[src/rtl/recv_move_input.sv]
// Move entry over a UART: prompt '?', take a column and a row digit, claim the cell or retry/report an error.
// Latency: the row byte's sampling edge to valid is 2 edges (3 plus the uart_ready wait when RECV_MOVE_ECHO_EN echoes digits).
// Backpressure: prompt/echo strobes wait on uart_ready; req is ignored while busy; RECV_MOVE_ECHO_EN enables digit echo.
module recv_move_input #(
  parameter int ROWS      = 3,
  parameter int COLS      = 3,
  parameter int PLAYERS   = 2,
  parameter int MAX_RETRY = 2,
  parameter int TIMEOUT   = 0,
  localparam int CELLS    = ROWS * COLS,
  localparam int PW       = (PLAYERS > 2) ? $clog2(PLAYERS) : 1
) (
  input  logic                     clk,
  input  logic                     reset,
  input  logic                     req,
  input  logic [PW-1:0]            player,
  input  logic [PLAYERS*CELLS-1:0] board_in,
  output logic [PLAYERS*CELLS-1:0] board_out,
  output logic                     ready,
  output logic                     valid,
  output logic                     error_flag,
  output logic [1:0]               err_code,
  input  logic                     uart_rd,
  input  logic [7:0]               uart_q,
  output logic                     uart_wr,
  output logic [7:0]               uart_d,
  input  logic                     uart_ready
);

  localparam int CW = $clog2(COLS) + 1;
  localparam int RW = $clog2(ROWS) + 1;
  localparam int IW = $clog2(CELLS) + 1;
  localparam int TW = (TIMEOUT > 1) ? $clog2(TIMEOUT) : 1;

  typedef enum logic [2:0] {
    IDLE, PROMPT, RECV_COL, RECV_ROW, CHECK, EMIT
`ifdef RECV_MOVE_ECHO_EN
    , ECHO
`endif
  } state_t;

  state_t                   state, state_nxt;
  logic                     busy;
  logic [PW-1:0]            player_q;
  logic [PLAYERS*CELLS-1:0] board_q, board_set;
  logic [CW-1:0]            col;
  logic [RW-1:0]            row;
  logic [IW-1:0]            idx;
  logic [3:0]               retry_cnt;
  logic [TW-1:0]            tmo_cnt;
  logic [7:0]               digit;
  logic                     col_char_ok, row_char_ok, in_recv, tmo_hit, occupied;
  logic                     start, send_prompt, col_ok, row_ok, fail, retry, emit_ok, tmo_fire;
  logic [1:0]               fail_code;
`ifdef RECV_MOVE_ECHO_EN
  logic                     echo_row, echo_send;
`endif

  assign ready       = !req && !busy;
  assign digit       = uart_q - 8'h30;
  assign col_char_ok = (uart_q >= 8'h30) && (digit < 8'(COLS));
  assign row_char_ok = (uart_q >= 8'h30) && (digit < 8'(ROWS));
  assign in_recv     = (state == RECV_COL) || (state == RECV_ROW);
  assign tmo_hit     = (TIMEOUT > 0) && (tmo_cnt == TW'(TIMEOUT - 1));

  // Cell is free only if no plane claims it; the claim goes into the latched player's plane.
  always_comb begin
    occupied  = 1'b0;
    board_set = board_q;
    for (int p = 0; p < PLAYERS; p++) begin
      if (board_q[p*CELLS + int'(idx)]) occupied = 1'b1;
      if (PW'(p) == player_q) board_set[p*CELLS + int'(idx)] = 1'b1;
    end
  end

  always_ff @(posedge clk or negedge reset) begin
    if (!reset) state <= IDLE;
    else        state <= state_nxt;
  end

  always_comb begin
    state_nxt   = state;
    start       = 1'b0;
    send_prompt = 1'b0;
    col_ok      = 1'b0;
    row_ok      = 1'b0;
    fail        = 1'b0;
    fail_code   = 2'd0;
    emit_ok     = 1'b0;
    tmo_fire    = 1'b0;
`ifdef RECV_MOVE_ECHO_EN
    echo_send   = 1'b0;
`endif
    case (state)
      IDLE: if (req) begin
        start     = 1'b1;
        state_nxt = PROMPT;
      end
      PROMPT: if (uart_ready) begin
        send_prompt = 1'b1;
        state_nxt   = RECV_COL;
      end
      RECV_COL: begin
        // A byte in the expiry cycle wins over the timeout.
        if (uart_rd) begin
          if (col_char_ok) begin
            col_ok = 1'b1;
`ifdef RECV_MOVE_ECHO_EN
            state_nxt = ECHO;
`else
            state_nxt = RECV_ROW;
`endif
          end else begin
            fail      = 1'b1;
            fail_code = 2'd1;
          end
        end else if (tmo_hit) begin
          tmo_fire  = 1'b1;
          state_nxt = IDLE;
        end
      end
      RECV_ROW: begin
        if (uart_rd) begin
          if (row_char_ok) begin
            row_ok = 1'b1;
`ifdef RECV_MOVE_ECHO_EN
            state_nxt = ECHO;
`else
            state_nxt = CHECK;
`endif
          end else begin
            fail      = 1'b1;
            fail_code = 2'd1;
          end
        end else if (tmo_hit) begin
          tmo_fire  = 1'b1;
          state_nxt = IDLE;
        end
      end
      CHECK: state_nxt = EMIT;
      EMIT: begin
        if (!occupied) begin
          emit_ok   = 1'b1;
          state_nxt = IDLE;
        end else begin
          fail      = 1'b1;
          fail_code = 2'd2;
        end
      end
`ifdef RECV_MOVE_ECHO_EN
      ECHO: if (uart_ready) begin
        echo_send = 1'b1;
        state_nxt = echo_row ? CHECK : RECV_ROW;
      end
`endif
      default: state_nxt = IDLE;
    endcase
    retry = fail && (retry_cnt < 4'(MAX_RETRY));
    if (fail) state_nxt = retry ? PROMPT : IDLE;
  end

  always_ff @(posedge clk or negedge reset) begin
    if (!reset) begin
      busy       <= 1'b1;
      valid      <= 1'b0;
      error_flag <= 1'b0;
      err_code   <= 2'd0;
      uart_wr    <= 1'b0;
      uart_d     <= 8'd0;
      retry_cnt  <= 4'd0;
      tmo_cnt    <= '0;
      board_out  <= '0;
      board_q    <= '0;
      player_q   <= '0;
      col        <= '0;
      row        <= '0;
      idx        <= '0;
`ifdef RECV_MOVE_ECHO_EN
      echo_row   <= 1'b0;
`endif
    end else begin
      valid   <= 1'b0;
      uart_wr <= 1'b0;
      tmo_cnt <= (in_recv && !uart_rd) ? tmo_cnt + 1'b1 : '0;
      if (state == IDLE && !req) busy <= 1'b0;
      if (start) begin
        player_q   <= player;
        board_q    <= board_in;
        retry_cnt  <= 4'd0;
        error_flag <= 1'b0;
        err_code   <= 2'd0;
        busy       <= 1'b1;
      end
      if (send_prompt) begin
        uart_wr <= 1'b1;
        uart_d  <= 8'h3F;
      end
      if (col_ok) col <= CW'(digit);
      if (row_ok) row <= RW'(digit);
`ifdef RECV_MOVE_ECHO_EN
      if (col_ok) echo_row <= 1'b0;
      if (row_ok) echo_row <= 1'b1;
      if (echo_send) begin
        uart_wr <= 1'b1;
        uart_d  <= echo_row ? 8'h30 + 8'(row) : 8'h30 + 8'(col);
      end
`endif
      if (state == CHECK) idx <= IW'(row) * IW'(COLS) + IW'(col);
      if (emit_ok) begin
        board_out <= board_set;
        err_code  <= 2'd0;
        valid     <= 1'b1;
        busy      <= 1'b0;
      end
      if (fail) begin
        if (retry) begin
          retry_cnt <= retry_cnt + 4'd1;
        end else begin
          error_flag <= 1'b1;
          err_code   <= fail_code;
          valid      <= 1'b1;
          busy       <= 1'b0;
        end
      end
      if (tmo_fire) begin
        error_flag <= 1'b1;
        err_code   <= 2'd3;
        valid      <= 1'b1;
        busy       <= 1'b0;
      end
    end
  end

endmodule

[config.mk]
export PLATFORM = sky130hd
export DESIGN_NAME = recv_move_input
export DESIGN_NICKNAME = d
export VERILOG_FILES = /design/src/rtl/recv_move_input.sv
export SDC_FILE = /design/constraint.sdc
export NUM_CORES = 1
export LEC_CHECK = 0
export ABC_AREA = 1
export BUFFER_PORTS_ARGS = -buffer_cell sky130_fd_sc_hd__buf_2
export CORE_MARGIN = 1.5
export CORE_UTILIZATION = 60
export CTS_CLUSTER_DIAMETER = 50
export CTS_CLUSTER_SIZE = 20
export DETAILED_ROUTE_END_ITERATION = 8
export MAX_ROUTING_LAYER = met4
export PLACE_DENSITY = 0.87
export SYNTH_ARGS = -nofsm -noshare
export SYNTH_HDL_FRONTEND = slang
export SYNTH_SLANG_ARGS = --single-unit
[constraint.sdc]
create_clock -name clk -period 4.8 [get_ports clk]
set_input_delay 0.48 -clock clk [delete_from_list [all_inputs] [get_ports clk]]
set_output_delay 0.48 -clock clk [all_outputs]
set_load 0.01 [all_outputs]
### Word-level counts from Yosys, hierarchy flattened

Index checks and enable logic that the tools add are counted.

| word-level totals | value |
|---|---|
| output and inout port bits | 32 |
| logic and storage cells | 111 |
| register bits | 62 |

| operators by class | value |
|---|---|
| bitwise operators | 2 |
| $add $sub $neg | 4 |
| $mul | 1 |
| equal/unequal tests | 12 |
| magnitude comparators | 7 |
| reduce and logical (&&, ||, !) cells | 11 |
| mux-type cells | 60 |

Operator list:

| operator | number |
|---|---|
| $mux 18 | 2 |
| $or 18x18->18 | 2 |
| $mux 1 | 35 |
| $mux 3 | 8 |
| $ne 3x3->1 const B | 7 |
| $pmux 3 s6 | 1 |
| $mux 4 | 3 |
| $bmux 1 s5 | 2 |
| $demux 1 s5 | 2 |
| $mux 2 | 5 |
| $ge 8x6->1 const B | 1 |
| $lt 8x2->1 const B | 1 |
| $sub 8x6->8 const B | 1 |
| $reduce_and 7->1 | 1 |
| $add 4x5->6 const A | 1 |
| $eq 3x2->1 const B | 2 |
| $eq 3x3->1 const B | 2 |
| $ge 6x1->1 const B | 1 |
| $logic_and 1x1->1 | 6 |
| $lt 5x6->1 const B | 1 |
| $lt 6x6->1 const B | 1 |
| $add 5x3->5 | 1 |
| $ge 5x1->1 const B | 1 |
| $mul 3x2->5 const B | 1 |
| other kinds (8) | 9 |

### Longest topological paths before layout

Gate-level depths: netlist of the first run.

| depth | value |
|---|---|
| word-level depth | 10 |
| mapped depth | 15 |
| gate-level depth less buffers | 15 |

### Worst setup path before layout of the first run

Ideal clock, no wire load.

| path | value |
|---|---|
| kind | flip-flop to flip-flop |
| start | register idx[0] |
| end | register state[0] |
| cell stages (with the launch flop) | 15 |
| library setup time | 119 ps |
| path slack | 2720 ps |
| path buffers | 1 |
| data arrival time | 1961 ps |
| period minus slack after synthesis | 2080 ps |
| cells stage by stage | dfrtp_1 > inv_2 > buf_6 > ha_1 > inv_1 > o211ai_1 > nand3_1 > nand3_1 > nand2_1 > nand2_2 > nand2_1 > nand2_1 > nand2_2 > nand2_2 > and2_1 |

| between the ends | value |
|---|---|
| cells in the longest elaborated chain, start to end | 10 |

RTL lines:

| element | line | source |
|---|---|---|
| start, declared | 48 | `logic [IW-1:0] idx;` |
| start signal, assigned | 208 | `if (state == CHECK) idx <= IW'(row) * IW'(COLS) + IW'(col);` |
| $add 4x5->6 | 71 | `if (board_q[p*CELLS + int'(idx)]) occupied = 1'b1;` |
| $bmux 1 s5 | 71 |  |
| $mux 1 (not written as such) (2 in series) | 71 |  |
| $mux 1 (*) | 71 |  |
| parallel branches: the longest is 5 deep, another holds $reduce_and 7->1 | - |  |
| end signal, assigned | 78 | `else state <= state_nxt;` |
| end, declared | 42 | `state_t state, state_nxt;` |

Every way passes the cells marked *. The select of a mux whose other input is x is not followed.
A chain may end at the register's enable or synchronous reset.

### Final worst setup path of the first run

| path | value |
|---|---|
| start | register idx[0] |
| end | register err_code[1] |

| between the ends | value |
|---|---|
| cells in the longest elaborated chain, start to end | 10 |

RTL lines:

| element | line | source |
|---|---|---|
| $add 4x5->6 | 71 |  |
| $bmux 1 s5 | 71 |  |
| $mux 1 (not written as such) (2 in series) | 71 |  |
| $mux 1 (*) | 71 |  |
| $mux 1 | 142 | `if (!occupied) begin` |
| $pmux 1 s2 or $mux 1 (tied branches) | 94 | `case (state)` |
| $logic_and 1x1->1 or $mux 2 (tied branches) | 158, 209 |  |
| $mux 2 | 216 | `if (retry) begin` |
| $mux 2 (*) | 215 | `if (fail) begin` |
| end signal, assigned | 220 | `err_code <= fail_code;` |
| end, declared | 22 | `output logic [1:0] err_code,` |

Mark *: on every way between the ends. The rest lies on a longest branch, timed or not. The select of a mux whose other input is x is not followed.

==> results of run 1 <==
==> synth_stat cells, types with 3 or more instances <==
master    instances  area share (%)
nand2_1         116              12
dfrtp_1          61              44
inv_1            59             6.3
nor2_1           38             4.1
a21oi_1          37             5.3
nand3_1          34             4.9
o21ai_0          20             2.9
o21ai_1          18             2.6
ha_1             13             4.7
buf_4            10             2.2
nor3_1            8             1.1
o22ai_1           5            0.90
clkbuf_1          4            0.43
o211ai_1          4            0.86
buf_2             3            0.43
fa_1              3             1.7
nand2_2           3            0.54
nand4_1           3            0.54
==> critical path: stages, from the launching register on <==
cell      delay (ps)
dfrtp_1          870
inv_2            340
ha_1             460
inv_1            120
o211ai_1         110
nand3_1          100
nand3_1           80
nand2_1           60
nand2_2           70
nand3_2          550
nand4_1          320
nand2_1           80
==> where the power goes <==
part | switching [mW] | leakage (nW) | internal, mW
clock network | 0.203 | 0.110 | 0.305
logic | 0.583 | 1.28 | 0.330
registers | 0.128 | 0.775 | 0.714
==> path summary, 6_finish.rpt <==
kind / start / slack, ps / to / depth (start not counted)
worst max-delay path: idx[0] / 1510 / err_code[1] / 11
worst min register to register: retry_cnt[3] / 470 / retry_cnt[3] / 2
max in group asynchronous: reset / 3990 / idx[2] / 2
worst min-delay path: reset / 300 / board_out[5] / 2
worst max register to register: idx[0] / 1510 / err_code[1] / 11
min in group clk: uart_ready / 380 / uart_wr / 3
==> layout make-up <==
cell class	instances	area [µm²]
clock buffer	12	145
clock inverter	4	70.1
fill	463	1580
inverter	61	229
multi-input combinational	315	1580
sequential	62	1550
tap	72	90.1
timing repair buffer	63	320
==> per-layer routing <==
| metal | vias up | part of all wire [%] |
|---|---|---|
| met1 | 1436 | 44 |
| li1 | 1564 | - |
| met3 | 18 | 5.9 |
| met4 | 0 | 2.1 |
| met5 | - | 0 |
| met2 | 109 | 48 |
==> registers in the layout, summed over array words and instances, names as in the netlist, 2 cells and up <==
name / cells
board_out: 18
board_q: 18
col: 3
err_code: 2
idx: 5
retry_cnt: 4
row: 3
state: 3
==> cells by family after synthesis <==
logic type      Yosys count  share of synthesized area (%)
compound gates           85                           12.7
xor+xnor                  2                          0.502
fa+ha+maj                16                           6.38
buf+inv                  80                           10.2
flops                    62                           44.5
other cells               1                          0.108
simple gates            210                           25.5
==> per-stage QoR <==
stage                     hold slack [ps]  cells  worst slack [ps]
after CTS                             326    589              1530
final                                 299    589              1510
after global routing                  377    589              1110
after floorplan                       184    457              2720
after global placement                453    573              1660
after detailed placement              456    573              1540
==> results.ini, run 1 <==
[worst_hold_path]
worstHoldPathType = in2async

[cts]
ctsHoldBuffers = 0
htreeDepth = 3
cts_tree = built
cts.clk_slew.worst_paths_ps = 70
postCtsResizedCells = 0
cts.sinks = 62
cts_setup_buffers = 0
cts_inserted_buffers = 9
cts_buffer_depth = 2
insertion_delay_ps = 340
cts_root_buf = clkbuf_8

[global_route]
grt_pass1_wl_um = 13300
grt_pass1_vias = 3034
grt_max_degree = 63
use_met2_pct = 47.4
grt.total_usage_pct = 28.6
met3_usage_pct = 3.91
grt_overflow = 0
top_usage_layer = met2
use_met1_pct = 34.4
antenna_found_initial = 0

[synthesis]
ys_seq_elements = 62
avgSynthCellArea_um2 = 7.65
ys_async_sr_fraction_pct = 100
yosys.cell_types.count = 32
yosysWarnings = 0
netlist_area_um2 = 3490
ys.flop_type = dfrtp_1
synth_edf_count = 0
synth_cells = 456
ys_seq_area_share_pct = 44.5

[placement]
dp_hpwl_um = 5930
placedInstanceArea_um2 = 3770
gp_congestion = 0.908
io_buffer_count = 61

[final_layout]
design_area_um2 = 3990
mostFrequentLayoutCell = nand2_1
drive_above_1_share_pct = 17.0
final_cell_mix = 116 x nand2_1, 61 x dfrtp_1, 61 x buf_2
num_antenna_cells = 0
utilization_pct = 71.6
layout.nets = 560
area_delta_synth_final_pct = 14.4

[timing]
min_period_ps = 3290
finalMaxSlewViolations = 0
rsz0062_at_grt = false
timing.fmax_ghz = 0.304
hold_viol_final = 0
skew_ps = 6.16
period_share_pct = 68.6
setup_tns_ps = 0
slew_headroom_pct = 45.9
setup_viol = 0
tightest_slew_ps = 812

[die]
dieArea_um2 = 6280
die_w_um = 79.3
coreArea_um2 = 5570
num_rows = 27
io_pins = 64
die_h_um = 79.3
start_util_pct = 62.6

[drt]
drt_iter0_markers = 248
wl_per_cell_um = 13.5
drc = 0
drt-pass1-iter-count = 4
vias_per_cell = 5.31
routed_wl_um = 7970
drtAntennaViolNets = 0
vias = 3127

[critical_path]
critPathMaxFanout = 40
critPathArrivalTime_ps = 3520
criticalPathCategory = reg2reg
start_kind = flop
worstSetupEndpointType = flop
critPathRequiredTime_ps = 5030

[status]
outcome = complete, no violations

[power_and_ir_drop]
power_mw = 2.26
p_per_area_nw_per_um2 = 567
irDropWorstVdd_v = 0.000364
power.leakage_nw = 2.17

[run]
maxCapViolations = 0

No activity file was read; power rests on OpenSTA's default activity.
==> run 2: changes to the inputs <==
ABC_AREA = 0   (was 1)
CORE_UTILIZATION = 56   (was 60)
PLACE_DENSITY = 0.82   (was 0.87)
clock period = 3.05 ns   (was 4.8 ns; I/O delays follow)
==> run 2 against run 1 <==
Against the previous run:
- area after synthesis is 3.5% higher
- clock skew up 2.1 ps
- critical endpoint is now board_out[10]
- via count shrank 11%
- die area up 10%
- power grew 23%
- highest routed layer unchanged
- maximum frequency rose by 16%
- design area grew 1.9%
- global-route usage down 3.7 points
- sequential share of layout area shrank 0.73 points
==> results.ini, run 2 <==
[final_layout]
drive_above_1_share_pct = 28.7  ; +12 points
largest_registers = board_out x18, board_q x18, idx x5
mostFrequentLayoutCell = nand2_1
design_area_um2 = 4070  ; +1.9%
area_delta_synth_final_pct = 12.6
layout.nets = 461  ; -18%
num_antenna_cells = 0  ; unchanged
final_cell_mix = 74 x nand2_1, 61 x dfrtp_1, 61 x buf_2
fill_cells = 508  ; +9.7%

[placement]
gp_congestion = 0.973  ; +7.1%
dp_hpwl_um = 5830  ; -1.8%
placedInstanceArea_um2 = 3900  ; +3.2%
io_buffer_count = 61  ; unchanged

[global_route]
grt_pass1_vias = 2729  ; -10%
grt.total_usage_pct = 24.8  ; -3.7 points
grt_max_degree = 49  ; -22%
grt_overflow = 0  ; unchanged
grt_pass1_wl_um = 13200  ; -1.0%
antenna_found_initial = 0  ; unchanged

[die]
die_h_um = 83.3  ; +5.1%
start_util_pct = 57.5  ; -5.1 points
coreArea_um2 = 6280  ; +13%
die_w_um = 83.3  ; +5.1%
io_pins = 64  ; unchanged
num_rows = 29  ; +7.4%
dieArea_um2 = 6940  ; +10%

[critical_path]
critPathSlowestCell = mux4_2
ff2ff_setup_slack_ps = 210  ; -1300 ps
r2r-start = idx[1]
crit_chain = inv_1 -> ha_1 -> mux4_2 -> mux2i_1 -> a31oi_1 -> or2_4 -> nor2_8 -> mux2_2
critPathLaunch = idx[1]
critPathMaxFanout = 19  ; -53%
criticalPathCategory = reg2reg
slowest_delay_ps = 560  ; -310 ps
start_kind = flop
critPathArrivalTime_ps = 3070  ; -450 ps
critPathRequiredTime_ps = 3280  ; -1750 ps
crit_family = multiplexers
worstSetupEndpointType = flop
crit_buf_inv = 1  ; -1

[timing]
rsz0062_at_grt = false
skew_ps = 8.21  ; +2.05 ps
finalMaxSlewViolations = 0  ; unchanged
setup_viol = 0  ; unchanged
min_period_ps = 2840  ; -454 ps
setup_tns_ps = 0  ; unchanged
hold_viol_final = 0  ; unchanged
slew_headroom_pct = 29.8  ; -16 points
timing.fmax_ghz = 0.352  ; +16%
tightest_slew_ps = 1050  ; +241 ps
period_share_pct = 93.1  ; +24 points

[synthesis]
ys_seq_area_share_pct = 43.0  ; -1.5 points
synth_cells = 360  ; -21%
synth_top_area_share_pct = 42.3  ; -1.5 points
netlist_area_um2 = 3610  ; +3.5%
yosysWarnings = 0  ; unchanged
yosys.cell_types.count = 52  ; +63%
ys_async_sr_fraction_pct = 100  ; unchanged
yosysMostFrequentCell = nand2_1
synth_edf_count = 0  ; unchanged
ys.flop_type = dfrtp_1
netlist.top_cell.by_area = dfrtp_1
synthTopCellsByCount = 74 x nand2_1, 61 x dfrtp_1, 26 x a21oi_1, 20 x o21ai_0, 18 x nor2_1
ys_seq_elements = 62  ; unchanged
avgSynthCellArea_um2 = 10.0  ; +31%
synthTopCellsByArea = dfrtp_1 42%, nand2_1 7.7%, mux2_2 5.0%

[drt]
drt-pass1-iter-count = 4  ; unchanged
drt_iter0_markers = 159  ; -36%
vias_per_cell = 5.65  ; +6.4%
drtAntennaViolNets = 0  ; unchanged
routed_wl_um = 7880  ; -1.1%
wl_per_cell_um = 15.9  ; +18%
drc = 0  ; unchanged
vias = 2796  ; -11%

[power_and_ir_drop]
irDropWorstVdd_v = 0.000595  ; +64%
p_per_area_nw_per_um2 = 682  ; +20%
power.leakage_nw = 2.03  ; -6.5%
power_mw = 2.77  ; +23%

[cts]
cts.sinks = 62  ; unchanged
cts_inserted_buffers = 9  ; unchanged
postCtsResizedCells = 0  ; unchanged
htreeDepth = 3  ; unchanged
cts_root_buf = clkbuf_8
cts_setup_buffers = 0  ; unchanged
cts_buffer_depth = 2  ; unchanged
insertion_delay_ps = 350  ; about the same
cts_tree = built
cts.clk_slew.worst_paths_ps = 70  ; about the same
ctsHoldBuffers = 0  ; unchanged

[worst_hold_path]
holdCritStartpoint = board_in[4]
worstHoldPathType = in2reg

[status]
outcome = complete, no violations

[run]
maxCapViolations = 0  ; unchanged

-- run 2: changes by cell type in the layout (fill, tap and decap cells not counted), moves of 11 or more --
cell | before | now
nand3_1 | 34 | 1
nand2_1 | 116 | 74
mux2_2 | 0 | 16
o21ai_1 | 18 | 0
inv_1 | 59 | 14
nor2_1 | 38 | 18
a21oi_1 | 37 | 26
mux2i_1 | 0 | 12
-- run 2: worst paths after layout --
| kind | to | cells past startpoint |
|---|---|---|
| min reg2reg | retry_cnt[0] | 1 |
| min in group asynchronous | board_out[0] | 1 |
| max in group asynchronous | board_q[7] | 2 |
| max | board_out[10] | 8 |
| max reg2reg | board_out[10] | 8 |
| min | board_q[4] | 3 |
-- run 2: worst reg2reg max path, cell delays in order (launching register included) --
cell	delay (ps)
dfrtp_1	340
inv_1	90
ha_1	480
mux4_2	560
mux2i_1	140
a31oi_1	70
or2_4	300
nor2_8	340
mux2_2	390
-- run 2: kinds of logic (layout without fill, tap and decap cells) --
group / count (synthesis) / in the layout / synth area share, %
other cells: 1 / 2 / 0.104
xor+xnor: 2 / 2 / 0.485
buf+inv: 40 / 97 / 5.99
compound gates: 74 / 74 / 13.7
mux: 40 / 40 / 14.8
fa+ha+maj: 16 / 16 / 6.17
flops: 62 / 62 / 43.0
simple gates: 125 / 125 / 15.8
-- run 2: per-stage QoR --
stage	hold slack, ps	setup WS (ps)	util (%)	instances
after floorplan	9.41	69.3	-	361
after global placement	468	285	62.1	479
after detailed placement	490	186	62.1	479
after CTS	132	188	64.8	495
after global routing	141	34.7	64.8	495
final	141	210	64.8	495
-- run 2: power breakdown --
group | internal, mW | leakage, nW | switching, mW | total [mW]
sequential | 1.02 | 0.816 | 0.260 | 1.28
clock | 0.314 | 0.0901 | 0.319 | 0.634
combinational | 0.381 | 1.12 | 0.484 | 0.865
-- run 2: final cells by class --
| cell class | instances | area (µm²) | share of cell area, % |
|---|---|---|---|
| inverters | 14 | 52.6 | 1.29 |
| clock inverters | 4 | 23.8 | 0.585 |
| repair buffers | 67 | 350 | 8.62 |
| multi-input cells | 259 | 1850 | 45.4 |
| clock buffers | 12 | 145 | 3.57 |
| flip-flops and latches | 62 | 1550 | 38.2 |
| well taps | 77 | 96.3 | 2.37 |
-- run 2: layer usage --
layer  share of wire (%)  GRT usage (%)
met1                  46           33.4
met2                  45           36.0
met3                 6.4           6.26
met4                 2.2           10.5
met5                   0              -
==> run 3: changes to the inputs <==
--- a/config.mk
+++ b/config.mk
@@ -9,3 +9,2 @@
 export BUFFER_PORTS_ARGS = -buffer_cell sky130_fd_sc_hd__buf_2
-export CORE_MARGIN = 1.5
 export CORE_UTILIZATION = 56
@@ -16,2 +15,3 @@
 export PLACE_DENSITY = 0.82
+export SKIP_CTS_REPAIR_TIMING = 1
 export SYNTH_ARGS = -nofsm -noshare
--- a/constraint.sdc
+++ b/constraint.sdc
@@ -3,2 +3,2 @@
 set_output_delay 0.305 -clock clk [all_outputs]
-set_load 0.01 [all_outputs]
+set_load 0.1 [all_outputs]
==> run 3 against run 2 <==
Against the previous run:
- maximum frequency increased by 0.15%
- die area down 2.4%
- largest power group unchanged
- clock skew is 0.86 ps lower
==> results.ini, run 3 (synthesized netlist as in run 2, its figures left out) <==
[final_layout]
utilization_pct = 67.5  ; +2.7 points
fill_cells = 486  ; -4.3%
drive_above_1_share_pct = 28.7  ; -0.033 points
seqCellArea_um2 = 1550  ; unchanged
num_antenna_cells = 0  ; unchanged
largest_registers = board_out x18, board_q x18, idx x5
multiInputGateArea_um2 = 1850  ; unchanged
final_cell_mix = 74 x nand2_1, 61 x dfrtp_1, 61 x buf_2
layout.nets = 461  ; unchanged
area_delta_synth_final_pct = 13.3
mostFrequentLayoutCell = nand2_1

[cts]
cts_root_buf = clkbuf_8
cts_inserted_buffers = 9  ; unchanged
cts_buffer_depth = 2  ; unchanged
cts.clk_slew.worst_paths_ps = 60  ; about the same
cts.sinks = 62  ; unchanged
cts_tree = built
htreeDepth = 3  ; unchanged
insertion_delay_ps = 340  ; about the same

[die]
dieArea_um2 = 6770  ; -2.4%
die_h_um = 82.3  ; -1.2%
die_w_um = 82.3  ; -1.2%
io_pins = 64  ; unchanged
num_rows = 28  ; -3.4%
coreArea_um2 = 6060  ; -3.4%
start_util_pct = 59.6  ; +2.1 points

[power_and_ir_drop]
power_mw = 3.11  ; +12%
irDropWorstVdd_v = 0.000613  ; +3.0%
power.leakage_nw = 2.04  ; +0.51%
p_per_area_nw_per_um2 = 761  ; +11%

[critical_path]
critPathRequiredTime_ps = 3270  ; about the same
critPathArrivalTime_ps = 3060  ; about the same
critPathSlowestCell = mux4_2
crit_chain = inv_1 -> ha_1 -> mux4_2 -> mux2i_1 -> a31oi_1 -> or2_4 -> nor2_8 -> mux2_2
criticalPathCategory = reg2reg
crit_family = multiplexers
slowest_delay_ps = 540  ; -20 ps
start_kind = flop
worstSetupEndpointType = flop
crit_buf_inv = 1  ; unchanged
critPathMaxFanout = 19  ; unchanged

[global_route]
antenna_found_initial = 0  ; unchanged
grt_overflow = 0  ; unchanged
grt.total_usage_pct = 27.1  ; +2.2 points
grt_max_degree = 52  ; +6.1%
grt_pass1_wl_um = 12900  ; -2.4%
grt_pass1_vias = 2608  ; -4.4%

[timing]
finalMaxSlewViolations = 0  ; unchanged
min_period_ps = 2840  ; -4.29 ps
tightest_slew_ps = 1120  ; +63.8 ps
skew_ps = 7.35  ; -0.861 ps
slew_headroom_pct = 25.6  ; -4.3 points
timing.fmax_ghz = 0.353  ; +0.15%
setup_viol = 0  ; unchanged
hold_viol_final = 0  ; unchanged
rsz0062_at_grt = false
holdWs_ps = 149  ; +7.81 ps
setup_tns_ps = 0  ; unchanged
period_share_pct = 93.0  ; -0.14 points

[drt]
wl_per_cell_um = 16.4  ; +2.8%
drt-pass1-iter-count = 4  ; unchanged
vias = 2750  ; -1.6%
routed_wl_um = 8020  ; +1.7%
vias_per_cell = 5.61  ; -0.64%
drtAntennaViolNets = 0  ; unchanged
drc = 0  ; unchanged
drt_iter0_markers = 185  ; +16%

[placement]
io_buffer_count = 61  ; unchanged
gp_congestion = 0.915  ; -5.9%
dp_hpwl_um = 5920  ; +1.6%

[status]
outcome = complete, no violations

[worst_hold_path]
worstHoldPathType = in2reg

[run]
maxCapViolations = 0  ; unchanged

run 3: cell types whose count changed in the layout (fill, tap and decap cells not counted):
| cell | before | now |
|---|---|---|
| clkbuf_1 | 2 | 0 |
| bufinv_16 | 0 | 1 |
| clkinv_4 | 1 | 0 |
| clkinv_2 | 3 | 0 |
| clkbuf_8 | 10 | 12 |
run 3: routing by layer:
metal	global-route usage, %	vias up	wire length, µm
li1	-	1334	-
met1	35.2	1313	3610
met2	40.7	87	3800
met3	7.47	16	476
met4	9.30	0	129
met5	-	-	0
run 3: metrics by stage:
stage	setup slack (ps)	cell area, µm²	instances
2_1_floorplan	68.1	3610	361
3_3_place_gp	290	3890	477
6_report	215	4090	490
5_1_grt	52.5	4090	490
3_5_place_dp	209	3890	477
4_1_cts	177	4090	490
run 3: final cells by class:
class                      count  area share, %
multi-input combinational    259           45.1
sequential                    62           38.0
timing repair buffer          67           8.57
clock buffer                  12           4.04
tap                           75           2.29
inverter                      14           1.28
clock inverter                 1          0.734
run 3: worst paths after layout:
check	startpoint	to	slack, ps	cells after the start
max in group asynchronous	reset	state[2]	2140	2
worst min register to register	retry_cnt[0]	retry_cnt[0]	490	1
min in group asynchronous	reset	board_out[2]	170	1
worst max register to register	idx[1]	board_out[11]	210	8
worst max-delay path	idx[1]	board_out[11]	210	8
worst min-delay path	board_in[9]	board_q[9]	150	3
run 3: power by group:
group | internal, mW | leakage, nW | switching [mW]
clock network | 0.431 | 0.100 | 0.290
registers | 1.02 | 0.816 | 0.270
logic | 0.382 | 1.12 | 0.724
total | 1.83 | 2.04 | 1.28
run 3: worst register-to-register path: stages, from the launching register on:
cell     delay [ps]
dfrtp_1         350
inv_1           100
ha_1            470
mux4_2          540
mux2i_1         160
a31oi_1          80
or2_4           300
nor2_8          340
mux2_2          390
